## src/rtl/xor_nibble_packer_if.sv

```systemverilog
// Bundle between the nibble producer / result-capture side and xor_nibble_packer.
// Optional XOR_PACK_PARITY_EN adds the out_parity signal.
interface xor_nibble_packer_if #(
    parameter int WORD_NIBS = 4,
    parameter int DEPTH     = 4
);
    localparam int W   = 4 * WORD_NIBS;
    localparam int FLW = $clog2(DEPTH + 1);
    localparam int PCW = $clog2(WORD_NIBS + 1);

    logic [3:0]     y;
    logic           y_valid;
    logic           flush;
    logic           out_ready;
    logic [W-1:0]   out_data;
    logic           out_valid;
    logic [FLW-1:0] fill_level;
    logic [PCW-1:0] partial_cnt;
    logic [7:0]     drop_cnt;
    logic           overflow;
`ifdef XOR_PACK_PARITY_EN
    logic           out_parity;
`endif

    // Producer / capture side drives the stream inputs and ready.
    modport master (
        output y, y_valid, flush, out_ready,
        input  out_data, out_valid, fill_level, partial_cnt, drop_cnt, overflow
`ifdef XOR_PACK_PARITY_EN
        , input out_parity
`endif
    );

    modport slave (
        input  y, y_valid, flush, out_ready,
        output out_data, out_valid, fill_level, partial_cnt, drop_cnt, overflow
`ifdef XOR_PACK_PARITY_EN
        , output out_parity
`endif
    );
endinterface

```

## src/rtl/xor_nibble_packer.sv

```systemverilog
// Packs the 4-bit xor_design result stream LSB-first into words, buffers them in a FIFO.
// Optional XOR_PACK_PARITY_EN stores per-word even parity and drives out_parity.
module xor_nibble_packer #(
    parameter int WORD_NIBS = 4,
    parameter int DEPTH     = 4
) (
    input  logic              clk,
    input  logic              reset,
    xor_nibble_packer_if.slave bus
);
    localparam int W   = 4 * WORD_NIBS;
    localparam int FLW = $clog2(DEPTH + 1);
    localparam int PCW = $clog2(WORD_NIBS + 1);
    localparam int AW  = $clog2(DEPTH);

    function automatic logic parity_f(input logic [W-1:0] w);
        return ^w;
    endfunction

    logic [W-1:0]   pack_q, pack_d;
    logic [PCW-1:0] partial_q, partial_d;
    logic [AW-1:0]  wr_ptr_q, wr_ptr_d;
    logic [AW-1:0]  rd_ptr_q, rd_ptr_d;
    logic [FLW-1:0] count_q, count_d;
    logic [7:0]     drop_q, drop_d;
    logic           overflow_q, overflow_d;
    logic [W-1:0]   mem_q [DEPTH];
`ifdef XOR_PACK_PARITY_EN
    logic           par_q [DEPTH];
`endif

    logic [W-1:0]   word_s;
    logic [PCW-1:0] cnt_after_s;
    logic           push_s, pop_s, full_s, wr_en_s, drop_s;

    // Nibble insertion and push decision; flush and word completion share one push.
    always_comb begin
        word_s = pack_q;
        for (int i = 0; i < WORD_NIBS; i++) begin
            word_s[i*4 +: 4] = (bus.y_valid && (partial_q == PCW'(i))) ? bus.y : pack_q[i*4 +: 4];
        end
        cnt_after_s = partial_q + (bus.y_valid ? PCW'(1) : PCW'(0));
        push_s      = (cnt_after_s == PCW'(WORD_NIBS)) ||
                      (bus.flush && (cnt_after_s != {PCW{1'b0}}));
        pack_d      = push_s ? {W{1'b0}} : word_s;
        partial_d   = push_s ? {PCW{1'b0}} : cnt_after_s;
    end

    // FIFO bookkeeping; a full FIFO still accepts a push when the head leaves the same edge.
    always_comb begin
        pop_s      = (count_q != {FLW{1'b0}}) && bus.out_ready;
        full_s     = (count_q == FLW'(DEPTH));
        wr_en_s    = push_s && (!full_s || pop_s);
        drop_s     = push_s && full_s && !pop_s;
        wr_ptr_d   = wr_en_s ? wr_ptr_q + AW'(1) : wr_ptr_q;
        rd_ptr_d   = pop_s ? rd_ptr_q + AW'(1) : rd_ptr_q;
        case ({wr_en_s, pop_s})
            2'b10:   count_d = count_q + FLW'(1);
            2'b01:   count_d = count_q - FLW'(1);
            default: count_d = count_q;
        endcase
        drop_d     = (drop_s && (drop_q != 8'hFF)) ? drop_q + 8'd1 : drop_q;
        overflow_d = overflow_q | drop_s;
    end

    // Control state registers.
    always_ff @(posedge clk or negedge reset) begin
        if (!reset) begin
            pack_q     <= {W{1'b0}};
            partial_q  <= {PCW{1'b0}};
            wr_ptr_q   <= {AW{1'b0}};
            rd_ptr_q   <= {AW{1'b0}};
            count_q    <= {FLW{1'b0}};
            drop_q     <= 8'd0;
            overflow_q <= 1'b0;
        end else begin
            pack_q     <= pack_d;
            partial_q  <= partial_d;
            wr_ptr_q   <= wr_ptr_d;
            rd_ptr_q   <= rd_ptr_d;
            count_q    <= count_d;
            drop_q     <= drop_d;
            overflow_q <= overflow_d;
        end
    end

    // FIFO storage; cleared on reset so the head reads 0 afterwards.
    always_ff @(posedge clk or negedge reset) begin
        if (!reset) begin
            for (int i = 0; i < DEPTH; i++) begin
                mem_q[i] <= {W{1'b0}};
`ifdef XOR_PACK_PARITY_EN
                par_q[i] <= 1'b0;
`endif
            end
        end else if (wr_en_s) begin
            mem_q[wr_ptr_q] <= word_s;
`ifdef XOR_PACK_PARITY_EN
            par_q[wr_ptr_q] <= parity_f(word_s);
`endif
        end
    end

    assign bus.out_data    = mem_q[rd_ptr_q];
    assign bus.out_valid   = (count_q != {FLW{1'b0}});
    assign bus.fill_level  = count_q;
    assign bus.partial_cnt = partial_q;
    assign bus.drop_cnt    = drop_q;
    assign bus.overflow    = overflow_q;
`ifdef XOR_PACK_PARITY_EN
    assign bus.out_parity  = par_q[rd_ptr_q];
`endif

endmodule

```

## src/flat_wrapper.sv

```systemverilog
// flat-port wrapper written by rule: the top's interface ports become plain ports
module xor_nibble_packer_flat 
#(
    parameter int WORD_NIBS = 4,
    parameter int DEPTH     = 4
)
  (clk, reset, bus_y, bus_y_valid, bus_flush, bus_out_ready, bus_out_data, bus_out_valid, bus_fill_level, bus_partial_cnt, bus_drop_cnt, bus_overflow);
  xor_nibble_packer_if #(.WORD_NIBS(WORD_NIBS), .DEPTH(DEPTH)) bus_i ();
  input  logic clk;
  input  logic reset;
  input wire logic [$bits(bus_i.y)-1:0] bus_y;
  input wire logic [$bits(bus_i.y_valid)-1:0] bus_y_valid;
  input wire logic [$bits(bus_i.flush)-1:0] bus_flush;
  input wire logic [$bits(bus_i.out_ready)-1:0] bus_out_ready;
  output wire logic [$bits(bus_i.out_data)-1:0] bus_out_data;
  output wire logic [$bits(bus_i.out_valid)-1:0] bus_out_valid;
  output wire logic [$bits(bus_i.fill_level)-1:0] bus_fill_level;
  output wire logic [$bits(bus_i.partial_cnt)-1:0] bus_partial_cnt;
  output wire logic [$bits(bus_i.drop_cnt)-1:0] bus_drop_cnt;
  output wire logic [$bits(bus_i.overflow)-1:0] bus_overflow;
  assign bus_i.y = bus_y;
  assign bus_i.y_valid = bus_y_valid;
  assign bus_i.flush = bus_flush;
  assign bus_i.out_ready = bus_out_ready;
  assign bus_out_data = bus_i.out_data;
  assign bus_out_valid = bus_i.out_valid;
  assign bus_fill_level = bus_i.fill_level;
  assign bus_partial_cnt = bus_i.partial_cnt;
  assign bus_drop_cnt = bus_i.drop_cnt;
  assign bus_overflow = bus_i.overflow;
  xor_nibble_packer #(.WORD_NIBS(WORD_NIBS), .DEPTH(DEPTH)) u_core (.clk(clk), .reset(reset), .bus(bus_i));
endmodule
```

## config.mk

```make
export PLATFORM = sky130hd
export DESIGN_NAME = xor_nibble_packer_flat
export DESIGN_NICKNAME = d
export VERILOG_FILES = /design/src/rtl/xor_nibble_packer_if.sv /design/src/rtl/xor_nibble_packer.sv /design/src/flat_wrapper.sv
export SDC_FILE = /design/constraint.sdc
export NUM_CORES = 1
export LEC_CHECK = 0
export BUFFER_PORTS_ARGS = -buffer_cell sky130_fd_sc_hd__buf_4
export CORE_MARGIN = 4
export CORE_UTILIZATION = 53
export CTS_CLUSTER_DIAMETER = 30
export CTS_CLUSTER_SIZE = 10
export DETAILED_ROUTE_END_ITERATION = 12
export GPL_TIMING_DRIVEN = 1
export PLACE_DENSITY = 0.86
export SYNTH_ARGS = -nofsm -noshare
export SYNTH_HDL_FRONTEND = slang
export SYNTH_SLANG_ARGS = --single-unit
```

## constraint.sdc

```tcl
create_clock -name clk -period 3 [get_ports clk]
set_clock_uncertainty 0.05 [all_clocks]
set_input_delay 0.15 -clock clk [delete_from_list [all_inputs] [get_ports clk]]
set_output_delay 0.15 -clock clk [all_outputs]
set_load 0.05 [all_outputs]
```

==> out/results.ini, run 1 <==
[run_status]
status=finished clean

[clocking]
clockBufferDepth=2
cts.sinks=99
cts_tree=done
cts_root_buf=clkbuf_8
cts_resized=0
htreeDepth=3
clk_pin_slew_ps=90
numCtsBuffers=9
insertion_delay_ps=350

[setup_path]
cp-end-kind=register
cp-start-kind=register
arrival_ps=3040
crit_type=reg2reg
cp_max_fo=6
required_ps=3230

[global_route]
grt_max_degree=67
grt_pass1_vias=3076
grt_pass1_wl_um=15100
grt.overflow.total=0
grt_antenna_before_repair=0
grtUsageTotal=0.194

[sta]
period_share=0.935
relSlewSlack=0.432
rsz0062_at_grt=no
setup_ws_ps=196
hold_violations=0
setup_viol=0
slew_violations=0
tightest_slew_ps=852
period_needed_ps=2800
timing.fmax_mhz=357
fin_hold_ws_ps=140
finalSetupTns_ps=0

[power_and_ir_drop]
p_leak_nw=2.31
power.density_mw_per_mm2=925
irDropWorstVdd_mv=0.809

[detailed_routing]
drc=0
wl_um=8860
wl_per_cell_um=17.3
detail-route-antenna-nets=0
first_iter_violations=160
first_pass_iters=4
vias_per_cell=5.60
vias=2875

[placed_design]
dp_hpwl_um=5930
place_ws_ps=203
port_buffers=40
gp_congestion=0.729
placedCellCount=496

[logic_synthesis]
synthesis.area_mm2=0.00436
ys_warn_count=0
synth_edf_count=0
syn_avg_cell_area_um2=11.8
synth_fp_nets=386
ys_ff_latch=99
synth_flop_cell=dfrtp_1
yosysUniqueCellTypes=37
synth-seq-area-share=0.568
syn_inst=368
async_flop_share=1.00

[cells_and_area]
final_common_cell=dfrtp_1
fin_nets=425
final_util=0.637
area_growth_pct=14.8
fillers=623
final_cell_mix=dfrtp_1 (97), nand2_1 (68), o21ai_0 (61), buf_4 (47), nor2_1 (18)
stdcell_count=513
layout-drive-gt1-share=0.241
num_antenna_cells=0

[floorplanning]
coreArea_mm2=0.00785
die_w_um=98.7
ioPinCount=41
start_util=0.555
dieArea_mm2=0.00974
placementRows=32
die_h_um=98.7

[flow_run]
maxCapViolations=0

[hold_path]
holdCritPathClass=in2reg

==> cell usage after synthesis (2+ instances only) <==
library cell / number / area (um^2)
a31oi_1: 2 / 12.5
xnor2_1: 3 / 26.3
xor2_1: 8 / 70.1
o21ai_0: 61 / 305
buf_2: 14 / 70.1
nor3_1: 3 / 15.0
dfrtp_1: 99 / 2480
nand3_1: 3 / 15.0
nor2b_1: 3 / 18.8
mux4_2: 16 / 360
mux2_2: 2 / 22.5
and2_1: 2 / 12.5
ha_1: 8 / 100
and4bb_2: 2 / 25.0
clkbuf_2: 4 / 20.0
clkbuf_1: 3 / 11.3
nor4_1: 2 / 12.5
inv_1: 6 / 22.5
nand2_1: 68 / 255
o2111ai_2: 4 / 60.1
nor4b_2: 3 / 45.0
mux2i_1: 17 / 170
o21ai_1: 4 / 20.0
nor2_1: 18 / 67.6
==> layout make-up <==
| type | count | area, um^2 | share of cell area |
|---|---|---|---|
| Timing Repair Buffer | 50 | 393 | 0.0785 |
| Sequential cell | 99 | 2480 | 0.496 |
| Tap cell | 102 | 128 | 0.0255 |
| Clock buffer | 13 | 159 | 0.0318 |
| Multi-Input combinational cell | 241 | 1790 | 0.357 |
| Inverter | 6 | 22.5 | 0.00450 |
| Clock inverter | 2 | 35.0 | 0.00700 |
==> per-layer routing <==
metal,up-vias,share of wire,global-route usage
met2,68,0.50,0.328
li1,1355,-,-
met1,1440,0.44,0.258
met5,-,0,0
met4,0,0.0098,0.0410
met3,12,0.055,0.0488
==> worst max-delay path, cell delays in order (launching register included) <==
cell and delay [ps]:
dfrtp_2 470, ha_4 180, ha_4 220, or2_2 400, o21a_1 220, and2_4 160, inv_1 50, ha_2 180
inv_1 50, fa_2 330, xor2_1 150, nor2_1 130, xor2_1 150
==> cells by family after synthesis <==
| logic type | count (synthesis) | share of synthesized area |
|---|---|---|
| buffers and inverters | 28 | 0.0293 |
| flip-flops | 99 | 0.568 |
| multiplexers | 35 | 0.127 |
| adder cells (fa/ha/maj) | 9 | 0.0276 |
| AND/OR/NAND/NOR | 111 | 0.119 |
| AO/OA/AOI/OAI | 74 | 0.100 |
| XOR/XNOR | 12 | 0.0284 |
==> path summary, 6_finish.rpt <==
path,startpoint,end,slack (ps),cells past startpoint
setup / recovery,u_core.bus.partial_cnt[0],u_core.bus.fill_level[2],200,12
hold reg to reg,u_core.bus.overflow,u_core.bus.overflow,430,1
max in group asynchronous,reset,u_core.mem_q[58],1840,3
min in group asynchronous,reset,u_core.mem_q[51],380,2
setup reg to reg,u_core.bus.partial_cnt[0],u_core.bus.fill_level[2],200,12
hold / removal,bus_y[0],u_core.pack_q[12],140,3
==> through the flow <==
| step | cell area [um^2] | power (mW) |
|---|---|---|
| detailed placement | 4790 | 3.82 |
| floorplan | 4400 | 3.29 |
| global route | 5000 | 4.90 |
| finish | 5000 | 4.62 |
| CTS | 5000 | 4.67 |
| global placement | 4790 | 3.73 |
==> power breakdown <==
part / leakage (nW) / switching (mW) / internal (mW)
clock: 0.0995 / 0.419 / 0.427
combinational: 0.879 / 1.17 / 0.680
sequential: 1.33 / 0.266 / 1.66
total: 2.31 / 1.85 / 2.77
==> registers in the layout (all words and copies together), names as in the netlist <==
signal	count
u_core.bus.drop_cnt	8
u_core.bus.fill_level	3
u_core.bus.overflow	1
u_core.bus.partial_cnt	3
u_core.mem_q	64
u_core.pack_q	16
u_core.rd_ptr_q	2
u_core.wr_ptr_q	2
==> repair_timing <==
item | 4_1_cts | 5_1_grt
hold buffers | 2 | 0
endpoints found under the hold margin | 67 | 0
buffers inserted | 0 | 0
(Power assumes the default switching activity.)
==> run 2, diff against run 1 <==
- CORE_UTILIZATION: 53 -> 59
- PLACE_DENSITY: 0.86 -> 0.9
- clock period: 3 -> 3.2 ns (I/O delays scaled with it)
==> run 2 against run 1 <==
Net effect:
- flip-flop and latch count unchanged
- global-route usage increased by 2.9 points
- power decreased by 6.9%
- non-clock buffer count increased by 2
- worst setup slack got worse by 35 ps
- combinational power decreased by 8%
- maximum frequency decreased by 7.7%
- clock-buffer cell count decreased by 3
- highest routed layer unchanged
==> out/results.ini, run 2 (synthesis gave the netlist of run 1 again) <==
[placed_design]
dp_hpwl_um=6010  ; was 5930 um
placedCellCount=495  ; was 496
gp_congestion=0.753  ; was 0.729
port_buffers=40  ; unchanged
place_area_mm2=0.00475  ; was 0.00479 mm^2

[sta]
period_needed_ps=3040  ; was 2800 ps
fin_hold_ws_ps=133  ; was 140 ps
setup_viol=0  ; unchanged
period_share=0.950  ; was 0.935
hold_violations=0  ; unchanged
slew_violations=0  ; unchanged
relSlewSlack=0.425  ; was 0.432
rsz0062_at_grt=no  ; unchanged
finalSetupTns_ps=0  ; unchanged
tightest_slew_ps=862  ; was 852 ps
timing.fmax_mhz=329  ; was 357 MHz

[detailed_routing]
wl_um=8770  ; was 8860 um
first_pass_iters=4  ; unchanged
vias=2915  ; was 2875
drc=0  ; unchanged
vias_per_cell=5.68  ; was 5.60
detail-route-antenna-nets=0  ; unchanged
wl_per_cell_um=17.1  ; was 17.3 um
first_iter_violations=165  ; was 160

[floorplanning]
placementRows=31  ; was 32
start_util=0.604  ; was 0.555
die_h_um=93.9  ; was 98.7 um
die_w_um=93.9  ; was 98.7 um
coreArea_mm2=0.00721  ; was 0.00785 mm^2
ioPinCount=41  ; unchanged
dieArea_mm2=0.00883  ; was 0.00974 mm^2

[setup_path]
required_ps=3440  ; was 3230 ps
cp-start-kind=register  ; unchanged
crit_type=reg2reg  ; unchanged
arrival_ps=3280  ; was 3040 ps
cp-end-kind=register  ; unchanged
cp_max_fo=6  ; unchanged

[hold_path]
holdCritPathClass=in2reg  ; unchanged

[clocking]
cts.repair_timing.setup_buffer_count=0  ; unchanged
cts_hold_buf=2  ; unchanged
numCtsBuffers=9  ; unchanged
htreeDepth=3  ; unchanged
insertion_delay_ps=370  ; was 350 ps
cts_root_buf=clkbuf_8  ; unchanged
cts_resized=0  ; unchanged
clk_pin_slew_ps=90  ; about the same
clockBufferDepth=2  ; unchanged
cts_tree=done  ; unchanged
cts.sinks=99  ; unchanged

[power_and_ir_drop]
p_leak_nw=2.31  ; about the same
p_total_mw=4.31  ; was 4.62 mW
power.density_mw_per_mm2=867  ; was 925 mW/mm^2
irDropWorstVdd_mv=0.762  ; was 0.809 mV

[cells_and_area]
largest-register=u_core.mem_q  ; unchanged
largest_reg_flops=64  ; unchanged
final_design_area_no_fill_mm2=0.00496  ; was 0.00500 mm^2
area_growth_pct=13.9  ; was 14.8%
final_common_cell=dfrtp_1  ; unchanged
fillers=548  ; was 623
layout-drive-gt1-share=0.237  ; was 0.241
multi_input_comb_area_mm2=0.00175  ; was 0.00179 mm^2
fin_nets=427  ; was 425
num_antenna_cells=0  ; unchanged
final_cell_mix=dfrtp_1 (98), nand2_1 (68), o21ai_0 (61), buf_4 (50), nor2_1 (18)  ; was dfrtp_1 (97), nand2_1 (68), o21ai_0 (61), buf_4 (47), nor2_1 (18)
stdcell_count=513  ; unchanged
seqCellArea_mm2=0.00248  ; about the same

[global_route]
grt_antenna_before_repair=0  ; unchanged
grt.overflow.total=0  ; unchanged
grt_max_degree=44  ; was 67
grtUsageTotal=0.224  ; was 0.194
grt_pass1_wl_um=14800  ; was 15100 um
grt_pass1_vias=3056  ; was 3076

[flow_run]
maxCapViolations=0  ; unchanged

[run_status]
status=finished clean  ; unchanged

-- run 2: worst max-delay path: stages, from the launching register on --
cell and delay [ps]:
dfrtp_2 450, ha_1 210, ha_1 310, or2_2 400
o21a_1 230, and2_1 190, inv_1 70, ha_1 190
inv_1 60, fa_1 370, xor2_1 150, nor2_1 110
xor2_1 170
-- run 2: per-stage QoR --
stage	setup WS [ps]	utilization
2_1_floorplan	29.9	-
3_3_place_gp	298	0.659
3_5_place_dp	171	0.659
4_1_cts	140	0.688
5_1_grt	33.0	0.688
6_report	161	0.688
-- run 2: final timing paths --
kind | slack, ps | startpoint | end | depth (start not counted)
min | 130 | bus_out_ready | u_core.rd_ptr_q[0] | 3
min reg2reg | 430 | u_core.mem_q[28] | u_core.mem_q[28] | 2
min in group asynchronous | 210 | reset | u_core.mem_q[57] | 2
max | 160 | u_core.bus.partial_cnt[0] | u_core.bus.fill_level[2] | 12
max in group asynchronous | 1990 | reset | u_core.bus.drop_cnt[5] | 3
max reg2reg | 160 | u_core.bus.partial_cnt[0] | u_core.bus.fill_level[2] | 12
-- run 2: final cells by class --
class                           instances  share of cell area
Clock buffer                           10              0.0277
Inverter                                6             0.00454
Clock inverter                          6              0.0106
Sequential cell                        99               0.499
Multi-Input combinational cell        241               0.353
Timing Repair Buffer                   52              0.0797
Tap cell                               99              0.0250
-- run 2: where the power goes --
| part | total, mW | leakage [nW] | internal [mW] | switching [mW] |
|---|---|---|---|---|
| clock network | 0.768 | 0.0983 | 0.318 | 0.450 |
| registers | 1.84 | 1.33 | 1.56 | 0.281 |
| logic | 1.70 | 0.887 | 0.632 | 1.07 |
| total | 4.31 | 2.31 | 2.51 | 1.80 |
-- run 2: layer usage --
layer | track usage | wire (um) | vias up
met3 | 0.0481 | 466 | 11
met4 | 0.0987 | 148 | 0
met2 | 0.370 | 4550 | 79
li1 | - | - | 1361
met1 | 0.286 | 3610 | 1464
met5 | 0 | 0 | -
==> run 3, diff against run 2 <==
--- a/config.mk
+++ b/config.mk
@@ -7,5 +7,4 @@
 export LEC_CHECK = 0
 export BUFFER_PORTS_ARGS = -buffer_cell sky130_fd_sc_hd__buf_4
-export CORE_MARGIN = 4
 export CORE_UTILIZATION = 59
 export CTS_CLUSTER_DIAMETER = 30
==> constraint.sdc (replaced) <==
create_clock -name clk -period 3.2 [get_ports clk]
set_clock_uncertainty 0.05 [all_clocks]
set_input_delay 0.48 -clock clk [delete_from_list [all_inputs] [get_ports clk]]
set_output_delay 0.48 -clock clk [all_outputs]
set_load 0.05 [all_outputs]
==> run 3 against run 2 <==
Net effect:
- cell count down 1.2%
- flip-flop and latch count unchanged
- maximum frequency is 2.2% higher
==> out/results.ini, run 3 (synthesis gave the netlist of run 1 again) <==
[run_status]
status=finished clean  ; unchanged

[detailed_routing]
wl_per_cell_um=17.1  ; about the same
vias=2908  ; was 2915
first_iter_violations=143  ; was 165
wl_um=8650  ; was 8770 um
first_pass_iters=4  ; unchanged
detail-route-antenna-nets=0  ; unchanged
drc=0  ; unchanged
vias_per_cell=5.74  ; was 5.68

[global_route]
grt_pass1_wl_um=14100  ; was 14800 um
grt_antenna_before_repair=0  ; unchanged
grt_max_degree=54  ; was 44
grt.overflow.total=0  ; unchanged
grt_pass1_vias=2903  ; was 3056
grtUsageTotal=0.251  ; was 0.224

[setup_path]
cp-end-kind=register  ; unchanged
path_cells=ha_1, ha_1, or2_2, o21a_1, and2_1, inv_1, ha_1, inv_1, fa_1, xor2_1, nor2_1, xor2_1  ; unchanged
arrival_ps=3220  ; was 3280 ps
crit_top_cell=ha_1  ; unchanged
crit_path_top_delay_cell=dfrtp_2  ; unchanged
cp-start-kind=register  ; unchanged
critPathBufInv=2  ; unchanged
r2r_end=u_core.bus.fill_level[2]  ; unchanged
timing.rr.start=u_core.bus.partial_cnt[0]  ; unchanged
required_ps=3440  ; about the same
crit_type=reg2reg  ; unchanged
reg2regPathDepth=12  ; unchanged
cp_top_family=adder cells  ; unchanged
cp_max_fo=6  ; unchanged
slowest_delay_ps=450  ; about the same
rrSetupSlack_ps=230  ; was 160 ps

[power_and_ir_drop]
power_frac_comb=0.398  ; was 0.394
irDropWorstVdd_mv=0.575  ; was 0.762 mV
p_sw_mw=1.81  ; was 1.80 mW
power.density_mw_per_mm2=869  ; was 867 mW/mm^2
p_clk_frac=0.175  ; was 0.178
switching_share=0.421  ; was 0.417
pwr-share-seq=0.427  ; about the same
internal_power_mw=2.48  ; was 2.51 mW
p_leak_nw=2.30  ; was 2.31 nW

[sta]
setup_viol=0  ; unchanged
hold_violations=0  ; unchanged
period_needed_ps=2970  ; was 3040 ps
setup_ws_ps=225  ; was 161 ps
tightest_slew_ps=852  ; was 862 ps
slew_violations=0  ; unchanged
rsz0062_at_grt=no  ; unchanged
timing.fmax_mhz=336  ; was 329 MHz
period_share=0.930  ; was 0.950
finalSetupTns_ps=0  ; unchanged
relSlewSlack=0.432  ; was 0.425

[cells_and_area]
final_common_cell=dfrtp_1  ; unchanged
area_growth_pct=13.4  ; was 13.9%
largest-register=u_core.mem_q  ; unchanged
num_antenna_cells=0  ; unchanged
fin_nets=424  ; was 427
largest_reg_flops=64  ; unchanged
final_cell_mix=dfrtp_1 (98), nand2_1 (68), o21ai_0 (61), buf_4 (48), nor2_1 (18)  ; was dfrtp_1 (98), nand2_1 (68), o21ai_0 (61), buf_4 (50), nor2_1 (18)
layout-drive-gt1-share=0.236  ; was 0.237

[placed_design]
gp_congestion=0.748  ; was 0.753
dp_hpwl_um=5840  ; was 6010 um
port_buffers=40  ; unchanged
place_ws_ps=105  ; was 171 ps

[floorplanning]
die_w_um=87.9  ; was 93.9 um
coreArea_mm2=0.00698  ; was 0.00721 mm^2
ioPinCount=41  ; unchanged
die_h_um=87.9  ; was 93.9 um
start_util=0.624  ; was 0.604
dieArea_mm2=0.00773  ; was 0.00883 mm^2
placementRows=30  ; was 31

[clocking]
insertion_delay_ps=380  ; was 370 ps
clk_pin_slew_ps=110  ; was 90 ps
cts_hold_buf=0  ; was 2
clockBufferDepth=2  ; unchanged
cts_root_buf=clkbuf_8  ; unchanged
cts_tree=done  ; unchanged
cts.sinks=99  ; unchanged
numCtsBuffers=9  ; unchanged
cts.repair_timing.setup_buffer_count=0  ; unchanged
cts_resized=0  ; unchanged
htreeDepth=3  ; unchanged

[hold_path]
holdCritPathClass=in2async  ; was in2reg

[flow_run]
maxCapViolations=0  ; unchanged

==> run 3: power groups by stage <==
| stage | clock (mW) | combinational [mW] | sequential [mW] |
|---|---|---|---|
| 6_report | 0.751 | 1.71 | 1.83 |
| 3_3_place_gp | 0 | 1.65 | 1.82 |
| 4_1_cts | 0.756 | 1.72 | 1.83 |
| 5_1_grt | 0.809 | 1.84 | 1.88 |
| 3_5_place_dp | 0 | 1.71 | 1.86 |
| 2_1_floorplan | 0 | 1.19 | 1.88 |
==> run 3: area by class of cell <==
cell class,instances,area [um^2]
clock inverter,7,61.3
clock buffer,9,124
tap,96,120
inverter,6,22.5
sequential,99,2480
multi-input combinational,241,1750
timing repair buffer,49,380
fill,494,2040
==> run 3: how the worst max path moves through the flow <==
stage,end,depth (start not counted),from,slack [ps]
3_3_place_gp,u_core.bus.fill_level[2],13,bus_y_valid,260
5_1_grt,u_core.bus.fill_level[2],12,u_core.bus.partial_cnt[0],100
2_1_floorplan,u_core.bus.fill_level[2],14,u_core.bus.partial_cnt[0],30
4_1_cts,u_core.bus.fill_level[2],12,u_core.bus.partial_cnt[0],230
6_report,u_core.bus.fill_level[2],12,u_core.bus.partial_cnt[0],230
3_5_place_dp,u_core.bus.fill_level[2],13,bus_y_valid,110
==> run 3: stage by stage <==
step	hold WS [ps]	cells	cell area, um^2	power [mW]	util
final	89.6	507	4940	4.29	0.708
after global routing	134	507	4940	4.52	0.708
after CTS	115	507	4940	4.31	0.708
after detailed placement	415	491	4750	3.56	0.681
after global placement	406	491	4750	3.47	0.681
after floorplan	134	368	4360	3.07	-
==> run 3: layer usage <==
layer	vias to the layer above	wire, um	track usage
li1	1351	-	-
met5	-	0	0
met2	80	4390	0.419
met3	20	425	0.0415
met4	0	191	0.127
met1	1457	3630	0.321
==> run 3: worst reg2reg max path: stages (launching register included) <==
cell and delay [ps]:
dfrtp_2 450, ha_1 220, ha_1 330, or2_2 320, o21a_1 200, and2_1 190, inv_1 70, ha_1 180
inv_1 60, fa_1 380, xor2_1 160, nor2_1 120, xor2_1 170
